--- config.mk ---
export PLATFORM = sky130hd
export DESIGN_NAME = adder_gf2_join_acc
export DESIGN_NICKNAME = d
export VERILOG_FILES = /design/src/rtl/adder_gf2_join_acc.sv
export SDC_FILE = /design/constraint.sdc
export NUM_CORES = 1
export LEC_CHECK = 0
export ABC_AREA = 1
export ABC_CLOCK_PERIOD_IN_PS = 11540
export CORE_ASPECT_RATIO = 0.7
export CORE_UTILIZATION = 30
export CTS_BUF_LIST = sky130_fd_sc_hd__clkbuf_16
export CTS_CLUSTER_DIAMETER = 100
export CTS_CLUSTER_SIZE = 8
export DETAILED_ROUTE_END_ITERATION = 16
export PLACE_DENSITY = 0.61
export SYNTH_ARGS = -nofsm -noshare
export SYNTH_HDL_FRONTEND = slang
export SYNTH_SLANG_ARGS = --single-unit
--- constraint.sdc ---
create_clock -name i_clock -period 11.54 [get_ports i_clock]
set_input_delay 3.462 -clock i_clock [delete_from_list [all_inputs] [get_ports i_clock]]
set_output_delay 3.462 -clock i_clock [all_outputs]
set_load 0.05 [all_outputs]
--- src/rtl/adder_gf2_join_acc.sv ---
// adder_gf2_join_acc
//   N-lane GF(2) adder. A beat is taken only when every lane is valid at the
//   same time, and then all lanes are consumed together. The beat value is the
//   XOR of all lane words.
//   Mode 0 emits one sum per beat. Mode 1 XOR-accumulates the beats of a frame
//   that ends with i_in_last, and emits one sum per frame together with its
//   beat count. Results pass through a 2-entry FIFO with registered outputs.
//
// Ports
//   i_clock      : clock; all logic updates on the rising edge
//   i_reset_n    : asynchronous active-low reset; release is synchronised inside
//   i_in_data    : NUM_IN lanes; lane k is at [k*WIDTH +: WIDTH]
//   i_in_valid   : per-lane valid
//   o_in_ready   : per-lane ready; the same value on every lane
//   i_in_last    : frame end marker, sampled with each accepted beat
//   i_mode       : 0 = per-beat sum, 1 = frame accumulate (sampled on the first beat)
//   o_sum_data   : XOR result
//   o_sum_count  : number of beats that contributed to o_sum_data
//   o_sum_valid  : output valid
//   i_sum_ready  : output ready
module adder_gf2_join_acc #(
  parameter int WIDTH  = 16,
  parameter int NUM_IN = 3,
  parameter int CNT_W  = 16
) (
  input  logic                    i_clock,
  input  logic                    i_reset_n,
  input  logic [NUM_IN*WIDTH-1:0] i_in_data,
  input  logic [NUM_IN-1:0]       i_in_valid,
  output logic [NUM_IN-1:0]       o_in_ready,
  input  logic                    i_in_last,
  input  logic                    i_mode,
  output logic [WIDTH-1:0]        o_sum_data,
  output logic [CNT_W-1:0]        o_sum_count,
  output logic                    o_sum_valid,
  input  logic                    i_sum_ready
);

  localparam logic [CNT_W-1:0] CNT_ONE = CNT_W'(1);
  localparam logic [CNT_W-1:0] CNT_MAX = '1;

  typedef enum logic {ST_IDLE, ST_ACCUM} state_t;

  // Reset asserts at once and releases two edges later, in step with i_clock.
  logic [1:0] r_rst_sync;
  logic       w_rst_n;

  always_ff @(posedge i_clock or negedge i_reset_n) begin
    if (!i_reset_n) r_rst_sync <= 2'b00;
    else            r_rst_sync <= {r_rst_sync[0], 1'b1};
  end

  assign w_rst_n = r_rst_sync[1];

  // Frame state
  state_t           r_state, w_state_nxt;
  logic [WIDTH-1:0] r_acc, w_acc_nxt;
  logic [CNT_W-1:0] r_cnt, w_cnt_nxt;

  // Output FIFO: r_head drives the outputs, r_tail holds the second entry
  logic [WIDTH-1:0] r_head_data, r_tail_data;
  logic [CNT_W-1:0] r_head_cnt, r_tail_cnt;
  logic [1:0]       r_occ;

  logic [WIDTH-1:0] w_beat;
  logic [WIDTH-1:0] w_acc_sum;
  logic [CNT_W-1:0] w_cnt_inc;
  logic             w_can_accept;
  logic             w_accept;
  logic             w_pop;
  logic             w_push;
  logic [WIDTH-1:0] w_push_data;
  logic [CNT_W-1:0] w_push_cnt;

  always_comb begin
    w_beat = '0;
    for (int k = 0; k < NUM_IN; k++) begin
      w_beat = w_beat ^ i_in_data[k*WIDTH +: WIDTH];
    end
  end

  // A full FIFO blocks input even when the head is popped in the same cycle.
  // This keeps ready independent of i_sum_ready.
  assign w_can_accept = w_rst_n & (r_occ != 2'd2);
  assign w_accept     = w_can_accept & (&i_in_valid);
  assign o_in_ready   = {NUM_IN{w_accept}};
  assign w_pop        = (r_occ != 2'd0) & i_sum_ready;

  assign w_acc_sum = r_acc ^ w_beat;
  assign w_cnt_inc = (r_cnt == CNT_MAX) ? r_cnt : r_cnt + CNT_ONE;

  always_comb begin
    w_state_nxt = r_state;
    w_acc_nxt   = r_acc;
    w_cnt_nxt   = r_cnt;
    w_push      = 1'b0;
    w_push_data = w_beat;
    w_push_cnt  = CNT_ONE;
    unique case (r_state)
      ST_IDLE: begin
        if (w_accept) begin
          if (!i_mode || i_in_last) begin
            w_push = 1'b1;
          end else begin
            w_acc_nxt   = w_beat;
            w_cnt_nxt   = CNT_ONE;
            w_state_nxt = ST_ACCUM;
          end
        end
      end
      ST_ACCUM: begin
        if (w_accept) begin
          if (i_in_last) begin
            w_push      = 1'b1;
            w_push_data = w_acc_sum;
            w_push_cnt  = w_cnt_inc;
            w_acc_nxt   = '0;
            w_cnt_nxt   = '0;
            w_state_nxt = ST_IDLE;
          end else begin
            w_acc_nxt = w_acc_sum;
            w_cnt_nxt = w_cnt_inc;
          end
        end
      end
      default: w_state_nxt = ST_IDLE;
    endcase
  end

  always_ff @(posedge i_clock or negedge w_rst_n) begin
    if (!w_rst_n) begin
      r_state <= ST_IDLE;
      r_acc   <= '0;
      r_cnt   <= '0;
    end else begin
      r_state <= w_state_nxt;
      r_acc   <= w_acc_nxt;
      r_cnt   <= w_cnt_nxt;
    end
  end

  // Output FIFO. At occupancy 1, a push together with a pop replaces the head.
  always_ff @(posedge i_clock or negedge w_rst_n) begin
    if (!w_rst_n) begin
      r_occ       <= 2'd0;
      r_head_data <= '0;
      r_head_cnt  <= '0;
      r_tail_data <= '0;
      r_tail_cnt  <= '0;
    end else begin
      unique case (r_occ)
        2'd0: begin
          if (w_push) begin
            r_head_data <= w_push_data;
            r_head_cnt  <= w_push_cnt;
            r_occ       <= 2'd1;
          end
        end
        2'd1: begin
          if (w_push && w_pop) begin
            r_head_data <= w_push_data;
            r_head_cnt  <= w_push_cnt;
          end else if (w_push) begin
            r_tail_data <= w_push_data;
            r_tail_cnt  <= w_push_cnt;
            r_occ       <= 2'd2;
          end else if (w_pop) begin
            r_occ <= 2'd0;
          end
        end
        2'd2: begin
          if (w_pop) begin
            r_head_data <= r_tail_data;
            r_head_cnt  <= r_tail_cnt;
            r_occ       <= 2'd1;
          end
        end
        default: r_occ <= 2'd0;
      endcase
    end
  end

  assign o_sum_data  = r_head_data;
  assign o_sum_count = r_head_cnt;
  assign o_sum_valid = (r_occ != 2'd0);

endmodule
Yosys cells after proc, flatten, opt, wreduce, memory -nomap -nowiden
Index checks and enable logic that the tools add are counted.
{"block": "totals", "reg_bits": 101, "mem_count": 0, "latch_bits": 0, "in_bits": 56, "word_cells": 82, "mem_bits_rw": 0, "romBits": 0}
{"block": "op_classes", "add_sub_neg": 1, "muxes": 41, "mul": 0, "n_eq_ne": 12, "bitwise": 8, "shift": 0, "n_div": 0, "n_reduce_logical": 11, "n_lt_le_gt_ge": 0}
{"cell": "16-bit two-way mux", "count": 21}
{"cell": "16-bit case mux with 3 select lines", "count": 2}
{"cell": "16-bit case mux with 2 select lines", "count": 2}
{"cell": "16-bit bitwise XOR", "count": 3}
{"cell": "16-bit by 1-bit adder with 16-bit output (second input constant)", "count": 1}
{"cell": "16-bit == test (second input constant)", "count": 1}
{"cell": "2-bit != test (second input constant)", "count": 7}
{"cell": "2-bit two-way mux", "count": 5}
{"cell": "3-bit AND reduction", "count": 3}
{"cell": "1-bit two-way mux", "count": 8}
{"cell": "4-bit AND reduction", "count": 2}
{"cell": "2-bit case mux with 3 select lines", "count": 1}
{"cell": "1-bit case mux with 2 select lines", "count": 2}
{"cell": "1-bit AND", "count": 3}
{"cell": "3-bit != test (second input constant)", "count": 1}
{"cell": "3-bit nonzero test", "count": 1}
{"cell": "2-bit by 1-bit == test with 1-bit output (second input constant)", "count": 1}
{"cell": "2-bit == test (second input constant)", "count": 1}
{"cell": "2-bit zero test", "count": 1}
{"cell": "2-bit by 1-bit != test with 1-bit output (second input constant)", "count": 1}
{"cell": "1-bit NOT", "count": 2}
{"cell": "2-bit nonzero test", "count": 1}
{"cell": "1-bit logical AND", "count": 1}
{"cell": "1-bit zero test", "count": 1}
{"cell": "1-bit logical OR", "count": 1}

Longest topological paths before layout
Gate-level depths: netlist of run 1.
{"block": "depth", "depth_word": 8, "ltp_mapped": 13}

Worst setup path after synthesis of run 1
Ideal clock, no wire load.
{"block": "synth_path", "path_kind": "input to output", "start": "in i_in_valid[1]", "end": "out o_in_ready[0]", "arrival_ps": 4208, "path_stages": 5, "path_buffers": 1, "required_ps": 8078, "setup_slack_ps": 3870, "path_cell_list": "nand2_1 nor2_1 nand2_4 inv_4 buf_4"}
{"block": "synth_via", "elab_chain_cells": 2}
{"element": "start: declaration", "line": "29", "text": "input logic [NUM_IN-1:0] i_in_valid,"}
{"element": "3-bit AND reduction", "line": "85", "text": "assign w_accept = w_can_accept & (&i_in_valid);"}
{"element": "1-bit AND", "line": "85"}
{"element": "end: declaration", "line": "30", "text": "output logic [NUM_IN-1:0] o_in_ready,"}
Every way passes these cells.

Worst setup path after layout of run 1
Ends and elaborated chain as after synthesis.

==> flow_summary.ini, run 1 <==
[pwr]
p_comb_share_pct = 37.7
powerDensity_nw_per_um2 = 180
power.switching_w = 0.000545
peakVddDrop_uv = 146
pwr-share-clk_pct = 23.9
seqPwrFrac_pct = 38.4
switching_share_pct = 40.4
internal_power_w = 0.000805
total_power_w = 0.00135
p_leak_nw = 3.96

[critical_path]
worstPathRequired_ps = 8080
crit_fanout = 10
cp-end-kind = output pin
startpoint_type = primary input
cp.arrival_ps = 5280
reg2reg_slack_ps = 8150
rr_startpoint = r_rst_sync[1]$_DFF_PN0_
rr_endpoint = r_tail_data[15]$_DFFE_PN0P_
ff2ff_path_depth = 9
worstSetupPathType = primary input to output pin

[yosys]
syn_area_per_cell_um2 = 6.68
synth_nets = 968
synthTopCellsByCount = 440 x nand2_1, 101 x dfrtp_1, 91 x nand3_1
synth_top_cell_by_area = dfrtp_1
yosysSeqAreaShare_pct = 41.6
yosysWarningCount = 0
synth-main-ff-cell = dfrtp_1
synth_cell_types = 29
ys_ff_latch = 101
async_flop_share_pct = 100
synth_edf_count = 0
netlist_instances = 911
yosys-top-cells-area = dfrtp_1 42%, nand2_1 27%, nand3_1 7.5%
yosysMostFrequentCell = nand2_1
yosys.area.top_type_share_pct = 41.6
syn_area_um2 = 6080

[clock_tree]
htree_num_levels = 3
cts_setup_buffers = 0
insertion_delay_ps = 350
ctsResizeCount = 0
clkTransAtPathRegs_ps = 70
tritoncts = yes
clock-sinks = 101
cts_buffer_depth = 2
cts_made_buffers = 9
hold_buffers = 0
clock-root-buffer = clkbuf_16

[sta]
slew_headroom_pct = 28.1
setup_viol = 0
setup_tns_ps = 0
period_needed_ps = 8750
skew_ps = 7.67
worstMarginPinSlew_ps = 1080
rsz0062_at_grt = no
hold_viol_final = 0
period_share_pct = 75.8
fmaxAchievable_mhz = 114
slew_viol_final = 0

[drt]
drtIter0Drc = 423
drc = 0
wl_per_cell_um = 12.5
dr.pass1.iters = 5
num_vias = 5769
ant_nets = 0
drt_wl_total_mm = 15.8
via_per_inst = 4.58

[floorplan]
num_rows = 43
initial_core_util_pct = 30.6
ioPinCount = 92
die_area_um2 = 20900
die_w_um = 172
core_um2 = 19900
fp.dieH_um = 121

[placed_design]
place_congestion = 0.867
placement.io_buffers = 91
placed_area_um2 = 7180
dpl.hpwl_mm = 11.0

[layout]
synthToLayoutAreaGrowth_pct = 23.1
drive_above_1_share_pct = 3.94
diodes = 0
stdcell_area_um2 = 7480
nets = 1042

[run]
cap_violations = 0

[global_route]
grt_overflow = 0
grt_pass1_wl_mm = 27.1
grt_max_degree = 57
grt_usage_pct = 16.6
antenna_found_initial = 0
grt_pass1_vias = 5554

[outcome]
status = finished clean

[worst_hold_path]
min_path_type = flip-flop to async pin
==> how the worst max path moves through the flow <==
stage,start,end,slack [ps],cells past startpoint
after floorplan,i_in_valid[1],o_in_ready[0],3870,5
after global placement,i_in_valid[1],o_in_ready[0],2800,6
after detailed placement,i_in_valid[1],o_in_ready[0],2780,6
after CTS,i_in_valid[1],o_in_ready[0],2770,6
after global routing,i_in_valid[1],o_in_ready[1],2670,6
final,i_in_valid[1],o_in_ready[0],2790,6
==> cell families (layout without fill, tap and decap cells) <==
logic type | count (synthesis) | count (layout) | synth area share [%]
AO/OA/AOI/OAI | 83 | 83 | 7.22
AND/OR/NAND/NOR | 601 | 601 | 41.5
adder cells (fa/ha/maj) | 1 | 1 | 0.206
flip-flops | 101 | 101 | 41.6
other | 1 | 1 | 0.0617
XOR/XNOR | 6 | 6 | 0.864
buffers and inverters | 118 | 197 | 8.64
==> metrics by stage <==
stage / setup slack, ps / hold slack, ps / util, % / cells
2_1_floorplan: 3870 / 331 / - / 911
3_3_place_gp: 2800 / 331 / 36.2 / 1244
3_5_place_dp: 2780 / 340 / 36.2 / 1244
4_1_cts: 2770 / 356 / 37.7 / 1260
5_1_grt: 2670 / 371 / 37.7 / 1260
6_report: 2790 / 342 / 37.7 / 1260
==> flip-flops by register name, summed over array words and instances (netlist names) <==
register / flops
r_occ: 2
r_tail_cnt: 16
o_sum_data: 16
r_rst_sync: 2
r_tail_data: 16
o_sum_count: 16
r_state: 1
r_acc: 16
r_cnt: 16
==> layer usage <==
layer  track usage (%)  vias up  routed length, um
li1                  -     3004                  -
met1              24.9     2602               8530
met2              24.1      150               6110
met3              3.59       13                964
met4              3.60        0                175
met5                 0        -                  0
==> worst max-delay path: stages <==
cell             delay [ps]
clkdlybuf4s50_1         460
nand2_1                  50
nor2_1                  210
nand2_4                 110
inv_4                   170
clkdlybuf4s50_1         820
==> power groups by stage <==
| stage | Sequential, W | Clock (W) | Combinational, W |
|---|---|---|---|
| global placement | 0.000522 | 0 | 0.000506 |
| finish | 0.000518 | 0.000322 | 0.000509 |
| CTS | 0.000518 | 0.000331 | 0.000513 |
| global route | 0.000530 | 0.000343 | 0.000574 |
| floorplan | 0.000608 | 0 | 0.000272 |
| detailed placement | 0.000522 | 0 | 0.000511 |
==> layout by cell type (no fill, tap or decap), drive strengths merged <==
cell type and n:
clkbuf 9, clkinv 4, inv 87, nand4 10
bufinv 2, nor2 40, nand2 446, buf 4
or2 1, nand3 91, clkdlybuf4s50 91, dfrtp 101
o21a 2, o21ai 61, conb 1, nand3b 12
ha 1, a21oi 18, nor3 1, a22o 2
xor2 6
==> area by class of cell <==
cell class / instances / area (um^2)
clock inverters: 7 / 81.3
flip-flops and latches: 101 / 2530
fillers: 2055 / 12400
multi-input cells: 692 / 3040
inverters: 86 / 333
well taps: 270 / 338
repair buffers: 95 / 941
clock buffers: 9 / 225
(Power assumes the default switching activity.)
==> inputs of run 2 (changes only) <==
- ABC_CLOCK_PERIOD_IN_PS: 11540 -> 8100
- clock period: 11.54 -> 8.1 ns (I/O delays scaled with it)
==> run 2 against run 1 <==
  * First-iteration DRC count down 26%
  * Sequential power up 42%
  * Clock power up 57%
  * Total power up 46%
  * Count of clock-buffer cells in the layout unchanged
  * Flip-flop and latch count unchanged
  * Non-clock buffer count unchanged
  * Final cell count unchanged
  * Via count about the same
  * Clock skew up 1.2 ps
  * Register-to-register slack worse by 3500 ps
  * Critical path depth unchanged
==> flow_summary.ini, run 2 (same netlist as run 1, synthesis figures left out) <==
[pwr]
p_comb_share_pct = 36.9
switching_share_pct = 39.9
p_leak_nw = 3.97
pwr-share-clk_pct = 25.8
internal_power_w = 0.00118
power.switching_w = 0.000786
total_power_w = 0.00197
peakVddDrop_uv = 161
seqPwrFrac_pct = 37.3
powerDensity_nw_per_um2 = 262

[drt]
dr.pass1.iters = 5
drc = 0
drt_wl_total_mm = 15.8
wl_per_cell_um = 12.5
num_vias = 5774
via_per_inst = 4.58
ant_nets = 0
drtIter0Drc = 315

[critical_path]
worstSetupPathType = primary input to output pin
worstPathRequired_ps = 5670
critPathMaxStageDelay_ps = 830
crit_chain = clkdlybuf4s50_1, nand2_1, nor2_1, nand2_4, inv_4, clkdlybuf4s50_1
crit_family = buffers and inverters
slowest_stage = clkdlybuf4s50_1
reg2reg_slack_ps = 4680
cp.arrival_ps = 4240
crit_top_cell = clkdlybuf4s50_1
crit_fanout = 10
critical_path_buf_inv_count = 3
cp-end-kind = output pin
startpoint_type = primary input
rr_endpoint = r_tail_data[14]$_DFFE_PN0P_
ff2ff_path_depth = 7
rr_startpoint = r_state$_DFF_PN0_

[sta]
period_share_pct = 82.4
hold_viol_final = 0
slew_viol_final = 0
fmaxAchievable_mhz = 150
setup_tns_ps = 0
skew_ps = 8.91
period_needed_ps = 6670
worstMarginPinSlew_ps = 1100
rsz0062_at_grt = no
setup_viol = 0
slew_headroom_pct = 26.7

[clock_tree]
htree_num_levels = 3
cts_made_buffers = 9
insertion_delay_ps = 360
cts_buffer_depth = 2
clock-root-buffer = clkbuf_16
clock-sinks = 101
ctsResizeCount = 0
hold_buffers = 0
tritoncts = yes
cts_setup_buffers = 0
clkTransAtPathRegs_ps = 70

[floorplan]
die_area_um2 = 20900
fp.dieH_um = 121
num_rows = 43
ioPinCount = 92
initial_core_util_pct = 30.6
core_um2 = 19900
die_w_um = 172

[global_route]
grt_pass1_vias = 5481
grt_overflow = 0
antenna_found_initial = 0
grt_usage_pct = 16.5
grt_max_degree = 57
grt_pass1_wl_mm = 26.8

[layout]
final_common_cell = nand2_1
layout_common_cells = 440 x nand2_1, 100 x dfrtp_1, 91 x nand3_1, 91 x clkdlybuf4s50_1, 80 x inv_1
synthToLayoutAreaGrowth_pct = 23.7
diodes = 0
fillers = 2090
nets = 1042
stdcell_area_um2 = 7530
drive_above_1_share_pct = 4.24

[placed_design]
placed_area_um2 = 7180
dpl.hpwl_mm = 11.0
place_congestion = 0.850
placement.io_buffers = 91

[run]
cap_violations = 0

[outcome]
status = finished clean

[worst_hold_path]
min_path_type = flip-flop to async pin
==> run 2: cell types whose count changed in the layout (fill, tap and decap cells not counted), sizes merged <==
cell      previous run  this run
bufinv               2         3
clkinv               4         1
clkinvlp             0         2
==> run 2: worst register-to-register path, cell delays in order, from the launching register on <==
cell,delay (ps)
dfrtp_1,600
inv_4,200
nor2_2,700
nor2_2,180
nand4_1,820
buf_4,440
inv_2,170
o21a_1,190
==> run 2: per-layer routing <==
metal  GRT usage [%]  routed length (um)  vias to the layer above
met3            3.98                 933                       13
met1            24.1                8370                     2631
met4            3.93                 152                        0
met5               0                   0                        -
li1                -                   -                     2998
met2            24.2                6310                      132
==> run 2: worst max-delay path by stage <==
stage / start / cells past startpoint / slack, ps / end
final: i_in_valid[1] / 6 / 1430 / o_in_ready[0]
after global routing: i_in_valid[1] / 6 / 1290 / o_in_ready[1]
after CTS: i_in_valid[1] / 6 / 1410 / o_in_ready[0]
after detailed placement: i_in_valid[1] / 6 / 1420 / o_in_ready[0]
after global placement: i_in_valid[1] / 6 / 1420 / o_in_ready[0]
after floorplan: r_rst_sync[1]$_DFF_PN0_ / 5 / 2420 / o_in_ready[0]
==> run 2: stage by stage <==
stage	hold WS (ps)	std cells	util [%]	worst slack (ps)
floorplan	331	911	-	2420
global placement	335	1244	36.2	1420
detailed placement	342	1244	36.2	1420
CTS	357	1260	37.9	1410
global route	360	1260	37.9	1290
finish	344	1260	37.9	1430
==> run 2: area by class of cell <==
type / instances / area, um^2 / share of cell area [%]
Multi-Input combinational cell: 692 / 3040 / 40.3
Sequential cell: 101 / 2530 / 33.6
Timing Repair Buffer: 95 / 941 / 12.5
Tap cell: 270 / 338 / 4.49
Inverter: 86 / 333 / 4.42
Clock buffer: 9 / 225 / 2.99
Clock inverter: 7 / 123 / 1.63
==> run 2: power by group through the flow <==
stage / clock network, W / registers (W) / logic [W]
after floorplan: 0 / 0.000867 / 0.000388
after global placement: 0 / 0.000743 / 0.000722
after detailed placement: 0 / 0.000741 / 0.000731
after CTS: 0.000520 / 0.000734 / 0.000734
after global routing: 0.000539 / 0.000754 / 0.000813
final: 0.000507 / 0.000735 / 0.000728
